[src/rtl/instr_encoder_if.sv]
// Field-source and instruction-memory write-port bundle for instr_encoder.
// master = field source / memory model side, slave = the encoder itself.
interface instr_encoder_if #(
    parameter int ADDR_W = 6
);
    logic              in_valid;
    logic              in_ready;
    logic [2:0]        fmt;
    logic [10:0]       opcode;
    logic [4:0]        rd;
    logic [4:0]        rn;
    logic [4:0]        rm;
    logic [5:0]        shamt;
    logic [25:0]       imm;
    logic              load_addr;
    logic [ADDR_W-1:0] start_addr;
    logic              imem_we;
    logic [ADDR_W-1:0] imem_addr;
    logic [31:0]       imem_wdata;
    logic              imem_ack;
    logic [ADDR_W:0]   count;
    logic              wrapped;
    logic              err;

    modport master (
        output in_valid, fmt, opcode, rd, rn, rm, shamt, imm,
               load_addr, start_addr, imem_ack,
        input  in_ready, imem_we, imem_addr, imem_wdata, count, wrapped, err
    );

    modport slave (
        input  in_valid, fmt, opcode, rd, rn, rm, shamt, imm,
               load_addr, start_addr, imem_ack,
        output in_ready, imem_we, imem_addr, imem_wdata, count, wrapped, err
    );
endinterface

[src/rtl/instr_encoder.sv]
// Packs LEGv8 instruction fields into 32-bit words and writes them sequentially to imem.
// Optional: define INSTR_ENC_RANGE_CHECK_EN to reject immediates that do not fit their field.
module instr_encoder #(
    parameter int ADDR_W = 6
) (
    input  logic              clk,
    input  logic              rst_n,
    instr_encoder_if.slave    bus
);
    typedef enum logic [0:0] {
        ST_IDLE  = 1'b0,
        ST_WRITE = 1'b1
    } state_t;

    state_t            state_r;
    state_t            state_s;
    logic [ADDR_W-1:0] ptr_r;
    logic [ADDR_W-1:0] addr_r;
    logic [31:0]       wdata_r;
    logic [ADDR_W:0]   count_r;
    logic              wrapped_r;
    logic              err_r;
    logic              accept_s;
    logic              legal_s;
    logic              in_range_s;
    logic [31:0]       word_s;

    function automatic logic [31:0] pack_word(
        input logic [2:0]  f,
        input logic [10:0] op,
        input logic [4:0]  rd,
        input logic [4:0]  rn,
        input logic [4:0]  rm,
        input logic [5:0]  sh,
        input logic [25:0] im
    );
        logic [31:0] w;
        case (f)
            3'd0:    w = {op[10:0], rm, sh, rn, rd};
            3'd1:    w = {op[10:1], im[11:0], rn, rd};
            3'd2:    w = {op[10:0], im[8:0], 2'b00, rn, rd};
            3'd3:    w = {op[10:5], im[25:0]};
            3'd4:    w = {op[10:3], im[18:0], rd};
            3'd5:    w = {op[10:2], sh[1:0], im[15:0], rd};
            default: w = 32'd0;
        endcase
        return w;
    endfunction

`ifdef INSTR_ENC_RANGE_CHECK_EN
    // Unsigned fields need zero upper bits; signed fields need upper bits equal to the sign bit.
    function automatic logic imm_fits(input logic [2:0] f, input logic [25:0] im);
        logic ok;
        case (f)
            3'd1:    ok = (im[25:12] == 14'd0);
            3'd5:    ok = (im[25:16] == 10'd0);
            3'd2:    ok = (im[25:9] == {17{im[8]}});
            3'd4:    ok = (im[25:19] == {7{im[18]}});
            default: ok = 1'b1;
        endcase
        return ok;
    endfunction

    assign in_range_s = imm_fits(bus.fmt, bus.imm);
`else
    assign in_range_s = 1'b1;
`endif

    assign legal_s  = (bus.fmt <= 3'd5);
    assign accept_s = bus.in_valid & bus.in_ready;
    assign word_s   = pack_word(bus.fmt, bus.opcode, bus.rd, bus.rn, bus.rm, bus.shamt, bus.imm);

    assign bus.in_ready   = (state_r == ST_IDLE) & ~bus.load_addr;
    assign bus.imem_we    = (state_r == ST_WRITE);
    assign bus.imem_addr  = addr_r;
    assign bus.imem_wdata = wdata_r;
    assign bus.count      = count_r;
    assign bus.wrapped    = wrapped_r;
    assign bus.err        = err_r;

    // Next-state logic: a legal, in-range accept starts a write; ack ends it.
    always_comb begin
        state_s = state_r;
        case (state_r)
            ST_IDLE: begin
                if (accept_s && legal_s && in_range_s) begin
                    state_s = ST_WRITE;
                end else begin
                    state_s = ST_IDLE;
                end
            end
            ST_WRITE: begin
                if (bus.imem_ack) begin
                    state_s = ST_IDLE;
                end else begin
                    state_s = ST_WRITE;
                end
            end
            default: state_s = ST_IDLE;
        endcase
    end

    // State register plus pointer, captured word, counters and sticky flags.
    always_ff @(posedge clk) begin
        if (!rst_n) begin
            state_r   <= ST_IDLE;
            ptr_r     <= {ADDR_W{1'b0}};
            addr_r    <= {ADDR_W{1'b0}};
            wdata_r   <= 32'd0;
            count_r   <= {(ADDR_W+1){1'b0}};
            wrapped_r <= 1'b0;
            err_r     <= 1'b0;
        end else begin
            state_r <= state_s;
            case (state_r)
                ST_IDLE: begin
                    if (bus.load_addr) begin
                        ptr_r <= bus.start_addr;
                    end else if (accept_s) begin
                        if (legal_s && in_range_s) begin
                            addr_r  <= ptr_r;
                            wdata_r <= word_s;
                        end else begin
                            err_r <= 1'b1;
                        end
                    end
                end
                ST_WRITE: begin
                    if (bus.imem_ack) begin
                        ptr_r   <= ptr_r + {{(ADDR_W-1){1'b0}}, 1'b1};
                        count_r <= count_r + {{ADDR_W{1'b0}}, 1'b1};
                        if (&ptr_r) begin
                            wrapped_r <= 1'b1;
                        end
                    end
                end
                default: state_r <= ST_IDLE;
            endcase
        end
    end
endmodule

[src/flat_wrapper.sv]
// flat-port wrapper written by rule: the top's interface ports become plain ports
module instr_encoder_flat 
#(
    parameter int ADDR_W = 6
)
  (clk, rst_n, bus_in_valid, bus_fmt, bus_opcode, bus_rd, bus_rn, bus_rm, bus_shamt, bus_imm, bus_load_addr, bus_start_addr, bus_imem_ack, bus_in_ready, bus_imem_we, bus_imem_addr, bus_imem_wdata, bus_count, bus_wrapped, bus_err);
  instr_encoder_if #(.ADDR_W(ADDR_W)) bus_i ();
  input  logic clk;
  input  logic rst_n;
  input wire logic [$bits(bus_i.in_valid)-1:0] bus_in_valid;
  input wire logic [$bits(bus_i.fmt)-1:0] bus_fmt;
  input wire logic [$bits(bus_i.opcode)-1:0] bus_opcode;
  input wire logic [$bits(bus_i.rd)-1:0] bus_rd;
  input wire logic [$bits(bus_i.rn)-1:0] bus_rn;
  input wire logic [$bits(bus_i.rm)-1:0] bus_rm;
  input wire logic [$bits(bus_i.shamt)-1:0] bus_shamt;
  input wire logic [$bits(bus_i.imm)-1:0] bus_imm;
  input wire logic [$bits(bus_i.load_addr)-1:0] bus_load_addr;
  input wire logic [$bits(bus_i.start_addr)-1:0] bus_start_addr;
  input wire logic [$bits(bus_i.imem_ack)-1:0] bus_imem_ack;
  output wire logic [$bits(bus_i.in_ready)-1:0] bus_in_ready;
  output wire logic [$bits(bus_i.imem_we)-1:0] bus_imem_we;
  output wire logic [$bits(bus_i.imem_addr)-1:0] bus_imem_addr;
  output wire logic [$bits(bus_i.imem_wdata)-1:0] bus_imem_wdata;
  output wire logic [$bits(bus_i.count)-1:0] bus_count;
  output wire logic [$bits(bus_i.wrapped)-1:0] bus_wrapped;
  output wire logic [$bits(bus_i.err)-1:0] bus_err;
  assign bus_i.in_valid = bus_in_valid;
  assign bus_i.fmt = bus_fmt;
  assign bus_i.opcode = bus_opcode;
  assign bus_i.rd = bus_rd;
  assign bus_i.rn = bus_rn;
  assign bus_i.rm = bus_rm;
  assign bus_i.shamt = bus_shamt;
  assign bus_i.imm = bus_imm;
  assign bus_i.load_addr = bus_load_addr;
  assign bus_i.start_addr = bus_start_addr;
  assign bus_i.imem_ack = bus_imem_ack;
  assign bus_in_ready = bus_i.in_ready;
  assign bus_imem_we = bus_i.imem_we;
  assign bus_imem_addr = bus_i.imem_addr;
  assign bus_imem_wdata = bus_i.imem_wdata;
  assign bus_count = bus_i.count;
  assign bus_wrapped = bus_i.wrapped;
  assign bus_err = bus_i.err;
  instr_encoder #(.ADDR_W(ADDR_W)) u_core (.clk(clk), .rst_n(rst_n), .bus(bus_i));
endmodule
[config.mk]
export PLATFORM = sky130hd
export DESIGN_NAME = instr_encoder_flat
export DESIGN_NICKNAME = d
export VERILOG_FILES = /design/src/rtl/instr_encoder_if.sv /design/src/rtl/instr_encoder.sv /design/src/flat_wrapper.sv
export SDC_FILE = /design/constraint.sdc
export NUM_CORES = 1
export LEC_CHECK = 0
export CAP_MARGIN = 30
export CORE_MARGIN = 2
export CORE_UTILIZATION = 40
export CTS_BUF_LIST = sky130_fd_sc_hd__clkbuf_16
export DETAILED_ROUTE_END_ITERATION = 12
export GPL_TIMING_DRIVEN = 0
export PLACE_DENSITY = 0.79
export SLEW_MARGIN = 20
export SYNTH_ARGS = -nofsm -noshare
export SYNTH_HDL_FRONTEND = slang
export SYNTH_SLANG_ARGS = --single-unit
[constraint.sdc]
create_clock -name clk -period 1.5 [get_ports clk]
set_input_delay 0.45 -clock clk [delete_from_list [all_inputs] [get_ports clk]]
set_output_delay 0.45 -clock clk [all_outputs]
set_load 0.01 [all_outputs]
==> flow_summary.json, run 1 <==
{
  "clk_path_buf_depth": 2,
  "die_w_um": 92.7,
  "via_per_inst": 5.87,
  "ys.flop_type": "dfxtp_1",
  "setup_violations": 1,
  "ys_ff_latch": 54,
  "core-area_um2": 7690,
  "grt_use_total": 0.244,
  "io_buffers": 118,
  "critPathBufInv": 3,
  "violations": "setup timing",
  "dp_hpwl_um": 7830,
  "worstPathCellList": "buf_6, buf_8, nor2_2, buf_2",
  "antenna_cells": 0,
  "routed_wl_um": 10800,
  "die_h_um": 92.7,
  "cts_root_buf": "clkbuf_16",
  "skew_ps": 5.90,
  "hold_viol_final": 0,
  "startpoint_type": "flop",
  "holdWs_ps": 477,
  "crit_fanout": 5,
  "drt.antenna.violating_nets": 0,
  "synth_cell_types": 48,
  "postSynthAreaPerCell_um2": 8.70,
  "num_io_pins": 121,
  "maxSlewHeadroom": 0.658,
  "ys_warn_count": 0,
  "crit_type": "reg -> out",
  "required_ps": 1050,
  "status": "finished with violations",
  "syn-num-nets": 436,
  "fin_tns_setup_ps": -2.99,
  "worstPathArrival_ps": 1050,
  "clock_latency_ps": 300,
  "path_delay_family": "buffers and inverters",
  "gr-total-overflow": 0,
  "htreeDepth": 2,
  "clock.fmax_mhz": 665,
  "p_leak_nw": 1.97,
  "clkTransAtPathRegs_ps": 70,
  "critPathCaptureType": "primary output",
  "crit_slowest_cell": "dfxtp_2",
  "synth-edff-count": 0,
  "wl_per_cell_um": 17.9,
  "tritoncts": "yes",
  "crit_path_max_incr_delay_ps": 330,
  "finalPower_w": 0.00367,
  "async_flop_share": 0,
  "vias": 3525,
  "cap_violations": 0,
  "grt_max_degree": 20,
  "drt_first_pass_iters": 5,
  "syn_inst": 362,
  "reg2reg_slack_ps": 80,
  "power.density_nw_per_um2": 778,
  "cts_made_buffers": 5,
  "routabilityCongestion": 0.925,
  "setup_slack_ps": -2.99,
  "drt_iter0_drc": 203,
  "drc": 0,
  "grt_pass1_vias": 3334,
  "cts.hold.buffers_added": 0,
  "rows": 32,
  "final_nets": 572,
  "antenna_found_initial": 0,
  "irDropWorstVdd_mv": 0.493,
  "syn_area_um2": 3150,
  "fin_area_um2": 4710,
  "min_period_ps": 1500,
  "layout-drive-gt1-share": 0.128,
  "dpl-instance-area_um2": 4460,
  "clock-sinks": 54,
  "grt_pass1_wl_um": 16700,
  "dieArea_um2": 8600,
  "yosysSeqAreaShare": 0.343,
  "hp-class": "reg -> reg",
  "fillCellCount": 674,
  "tightest_slew_ps": 512,
  "area_growth_pct": 49.8,
  "final-max-slew-violation-count": 0,
  "grt_setup_unrepaired": "true",
  "floorplan.initialDensity": 0.410,
  "finalCritPeriodShare": 1.00
}
sequential cells by signal, indices dropped and copies added (netlist names):
register	flops
u_core.bus.count	7
u_core.bus.err	1
u_core.bus.imem_addr	6
u_core.bus.imem_wdata	32
u_core.bus.imem_we	1
u_core.bus.wrapped	1
u_core.ptr_r	6
synth_stat cells, drive strengths merged, types with 2 or more instances:
cell type	count	area share
nor2b	22	0.044
or3	6	0.012
mux2i	29	0.092
or4	2	0.0048
a311oi	9	0.025
inv	3	0.0036
nand2b	15	0.030
and3	8	0.016
ha	2	0.0079
o31ai	2	0.0048
nand3b	3	0.0072
clkbuf	14	0.017
dfxtp	54	0.34
buf	22	0.045
a32o	2	0.0064
nand3	22	0.037
o211ai	16	0.038
o221a	16	0.057
a211oi	12	0.029
a21oi	36	0.057
nor2	7	0.011
o21ai	24	0.038
nand2	13	0.016
a31oi	3	0.0060
xor2	2	0.0056
a311o	2	0.0064
cell usage in the layout (no fill, tap or decap), types with 3 or more instances in the layout:
| cell | n |
|---|---|
| or3_1 | 6 |
| mux2i_1 | 29 |
| o21ai_1 | 7 |
| clkbuf_2 | 5 |
| clkbuf_1 | 5 |
| o21ai_0 | 17 |
| dlygate4sd2_1 | 49 |
| nand2b_1 | 15 |
| o211ai_1 | 16 |
| buf_4 | 17 |
| buf_6 | 8 |
| and3_1 | 8 |
| clkdlybuf4s50_1 | 64 |
| a211oi_1 | 12 |
| nor2b_1 | 22 |
| nor2_1 | 5 |
| buf_2 | 10 |
| o221a_1 | 16 |
| dfxtp_1 | 53 |
| clkbuf_16 | 5 |
| nand2_1 | 11 |
| clkbuf_4 | 4 |
| a31oi_1 | 3 |
| nand3b_1 | 3 |
| a311oi_1 | 9 |
| a21oi_1 | 36 |
| nand3_1 | 21 |
layer usage:
layer / wire (um) / track usage / vias to the layer above
li1: - / - / 1643
met4: 259 / 0.0784 / 0
met3: 1050 / 0.0513 / 27
met2: 4990 / 0.400 / 207
met5: 0 / 0 / -
met1: 4450 / 0.321 / 1648
metrics by stage:
stage	std cells	util	setup slack [ps]
finish	601	0.613	-2.99
global route	601	0.613	-26.5
CTS	591	0.598	-66.7
detailed placement	582	0.580	-722
global placement	582	0.580	-718
floorplan	362	-	26.1
where the power goes:
group | internal (W) | switching [W] | total (W)
combinational | 0.000457 | 0.000423 | 0.000880
clock | 0.000641 | 0.000588 | 0.00123
sequential | 0.00151 | 0.0000509 | 0.00156
total | 0.00260 | 0.00106 | 0.00367
final timing paths:
kind / endpoint / startpoint / cells past startpoint
worst max-delay path: bus_in_ready / u_core.bus.imem_we$_SDFF_PN0_ / 4
worst min-delay path: u_core.bus.wrapped$_SDFFE_PN0P_ / u_core.bus.wrapped$_SDFFE_PN0P_ / 1
worst min register to register: u_core.bus.wrapped$_SDFFE_PN0P_ / u_core.bus.wrapped$_SDFFE_PN0P_ / 1
worst max register to register: u_core.bus.count[5]$_SDFFE_PN0P_ / u_core.bus.imem_we$_SDFF_PN0_ / 5
layout make-up:
class / count / area, um2 / share of cell area
clock buffer: 5 / 125 / 0.0265
multi-input combinational: 268 / 1880 / 0.399
buffer: 35 / 251 / 0.0533
clock inverter: 3 / 28.8 / 0.00610
tap: 102 / 128 / 0.0271
inverter: 4 / 18.8 / 0.00398
timing repair buffer: 130 / 1200 / 0.254
sequential: 54 / 1080 / 0.230
logic make-up (layout without fill, tap and decap cells):
group / Yosys count / in the layout / share of synthesized area
multiplexers: 30 / 30 / 0.0958
AO/OA/AOI/OAI: 129 / 129 / 0.286
AND/OR/NAND/NOR: 105 / 105 / 0.195
adder cells (fa/ha/maj): 2 / 2 / 0.00795
buffers and inverters: 40 / 177 / 0.0668
XOR/XNOR: 2 / 2 / 0.00557
flip-flops: 54 / 54 / 0.343
repair_timing:
item	CTS	global route
cloned	1	0
buffers inserted	1	10
pin swaps	4	2
endpoints found under the setup margin	98	38
resized for setup	81	22
worst reg2reg max path, stage by stage, from the launching register on:
cell     delay [ps]
dfxtp_2         340
buf_6           120
buf_4           120
nand3_4         100
or4_1           510
a21oi_1         160
(Power assumes the default switching activity.)
==> inputs of run 2 (changes only) <==
--- a/config.mk
+++ b/config.mk
@@ -12,7 +12,6 @@
 export DETAILED_ROUTE_END_ITERATION = 12
 export GPL_TIMING_DRIVEN = 0
 export PLACE_DENSITY = 0.79
-export SLEW_MARGIN = 20
 export SYNTH_ARGS = -nofsm -noshare
 export SYNTH_HDL_FRONTEND = slang
 export SYNTH_SLANG_ARGS = --single-unit
==> results of run 2 <==
The final DEF is identical to that of run 1; final timing and power are the same.
==> inputs of run 3 (changes only) <==
--- a/config.mk
+++ b/config.mk
@@ -7,11 +7,11 @@
 export LEC_CHECK = 0
 export CAP_MARGIN = 30
 export CORE_MARGIN = 2
-export CORE_UTILIZATION = 40
+export CORE_UTILIZATION = 48
 export CTS_BUF_LIST = sky130_fd_sc_hd__clkbuf_16
 export DETAILED_ROUTE_END_ITERATION = 12
 export GPL_TIMING_DRIVEN = 0
-export PLACE_DENSITY = 0.79
+export PLACE_DENSITY = 0.89
 export SYNTH_ARGS = -nofsm -noshare
 export SYNTH_HDL_FRONTEND = slang
 export SYNTH_SLANG_ARGS = --single-unit
==> constraint.sdc (replaced) <==
create_clock -name clk -period 1.8 [get_ports clk]
set_input_delay 0.54 -clock clk [delete_from_list [all_inputs] [get_ports clk]]
set_output_delay 0.54 -clock clk [all_outputs]
set_load 0.01 [all_outputs]
==> flow_summary.json, run 3 (synthesis results as in run 1) <==
{
  "status": "complete, no violations",
  "final_common_cell": "clkdlybuf4s50_1",
  "final_cell_mix": "110 x clkdlybuf4s50_1, 50 x dfxtp_1, 36 x a21oi_1",
  "clock-sinks": 54,
  "worst_r2r_endpoint": "u_core.bus.imem_wdata[27]$_SDFFE_PN0P_",
  "min_path_cells": 1,
  "netSwitchingFraction": 0.268,
  "setup_slack_ps": 33.5,
  "cts_root_buf": "clkbuf_16",
  "reg2reg_slack_ps": 300,
  "drc": 0,
  "dpl_worst_slack_ps": -521,
  "hp-class": "reg -> reg",
  "maxSlewHeadroom": 0.648,
  "grt_pass1_wl_um": 17500,
  "dp_hpwl_um": 8020,
  "rows": 29,
  "crit_path_max_incr_delay_ps": 560,
  "critPathBufInv": 1,
  "r2r_cells": 6,
  "crit_slowest_cell": "clkdlybuf4s50_1",
  "final_nets": 561,
  "vias": 3562,
  "irDropWorstVdd_mv": 0.475,
  "routed_wl_um": 10700,
  "antenna_cells": 0,
  "via_per_inst": 6.30,
  "min_period_ps": 1770,
  "num_io_pins": 121,
  "critPathCaptureType": "primary output",
  "die_w_um": 85.0,
  "worstPathArrival_ps": 1230,
  "tightest_slew_ps": 528,
  "drt_iter0_drc": 292,
  "setup_violations": 0,
  "area_growth_pct": 47.1,
  "p_leak_nw": 1.75,
  "cts.hold.buffers_added": 0,
  "switchingPower_w": 0.000842,
  "grt_pass1_vias": 3596,
  "rr_startpoint": "u_core.bus.imem_we$_SDFF_PN0_",
  "power.density_nw_per_um2": 680,
  "clockPowerShare": 0.353,
  "path_delay_family": "buffers and inverters",
  "floorplan.initialDensity": 0.496,
  "largest_reg_flops": 32,
  "finalCritPeriodShare": 0.981,
  "cap_violations": 0,
  "routabilityCongestion": 0.982,
  "placed_cells": 557,
  "wl_per_cell_um": 19.0,
  "skew_ps": 7.35,
  "p_int_w": 0.00231,
  "layout-drive-gt1-share": 0.105,
  "clock.fmax_mhz": 566,
  "core-area_um2": 6350,
  "pwr-share-comb": 0.235,
  "final-max-slew-violation-count": 0,
  "gr-total-overflow": 0,
  "crit_type": "reg -> out",
  "fin_area_um2": 4630,
  "dieArea_um2": 7220,
  "required_ps": 1260,
  "fillCellCount": 479,
  "grt_setup_unrepaired": "false",
  "crit_fanout": 2,
  "pwr-share-seq": 0.413,
  "worstSetupStartpoint": "u_core.bus.imem_wdata[23]$_SDFFE_PN0P_",
  "clock_latency_ps": 290,
  "clkTransAtPathRegs_ps": 70,
  "cts_made_buffers": 5,
  "hold_viol_final": 0,
  "drt.antenna.violating_nets": 0,
  "drt_first_pass_iters": 5,
  "grt_max_degree": 18,
  "tritoncts": "yes",
  "startpoint_type": "flop",
  "die_h_um": 85.0,
  "worstPathCellList": "clkdlybuf4s50_1",
  "antenna_found_initial": 0,
  "io_buffers": 118,
  "dpl-instance-area_um2": 4430,
  "htreeDepth": 2,
  "holdPathEnd": "u_core.bus.wrapped$_SDFFE_PN0P_",
  "fin_cells": 565,
  "clk_path_buf_depth": 2,
  "grt_use_total": 0.299,
  "hp-start": "u_core.bus.wrapped$_SDFFE_PN0P_"
}
[run 3: cell count changes in the layout (fill, tap and decap cells not counted), moves of 2 or more]
cell / before / now
buf_4: 17 / 9
buf_6: 8 / 4
clkbuf_4: 4 / 1
clkdlybuf4s50_1: 64 / 110
dfxtp_1: 53 / 50
dfxtp_2: 1 / 4
dlygate4sd2_1: 49 / 4
dlymetal6s2s_1: 1 / 3
[run 3: repair_timing]
action / CTS / global route
gates resized for setup: 21 / 11
endpoints found under the setup margin: 41 / 18
pin swaps: 2 / 0
endpoints found under the hold margin: 0 / 0
setup buffers: 1 / 0
gates cloned: 0 / 0
[run 3: per-layer routing]
metal	vias to the layer above	routed length [um]	track usage
met1	1680	4440	0.394
li1	1625	-	-
met3	35	1020	0.0623
met2	222	4900	0.475
met4	0	376	0.131
met5	-	0	0
[run 3: cell type report]
cell class,instances,area [um2],share of cell area
multi-input combinational,268,1860,0.402
tap,77,96.3,0.0208
inverter,4,15.0,0.00324
clock buffer,5,125,0.0270
sequential,54,1090,0.235
clock inverter,3,43.8,0.00946
timing repair buffer,119,1190,0.256
buffer,35,215,0.0465
[run 3: through the flow]
step	TNS (ps)	power (W)	hold slack [ps]	util
4_1_cts	0	0.00313	481	0.727
2_1_floorplan	0	0.00166	451	-
3_5_place_dp	-19350	0.00204	465	0.697
6_report	0	0.00315	478	0.729
5_1_grt	0	0.00326	509	0.729
3_3_place_gp	-18690	0.00203	453	0.697
[run 3: how the worst max path moves through the flow]
stage | end | slack, ps | cells after the start
after floorplan | u_core.bus.imem_wdata[11]$_SDFFE_PN0P_ | 240 | 3
after global placement | bus_in_ready | -510 | 3
after detailed placement | bus_in_ready | -520 | 3
after CTS | bus_count[4] | 10 | 1
after global routing | bus_imem_we | 2 | 1
final | bus_imem_wdata[23] | 30 | 1
[run 3: power groups by stage]
stage	registers [W]	clock network, W	logic (W)
after floorplan	0.00134	0	0.000325
final	0.00130	0.00111	0.000739
after global placement	0.00132	0	0.000706
after detailed placement	0.00132	0	0.000716
after CTS	0.00130	0.00111	0.000725
after global routing	0.00130	0.00116	0.000787
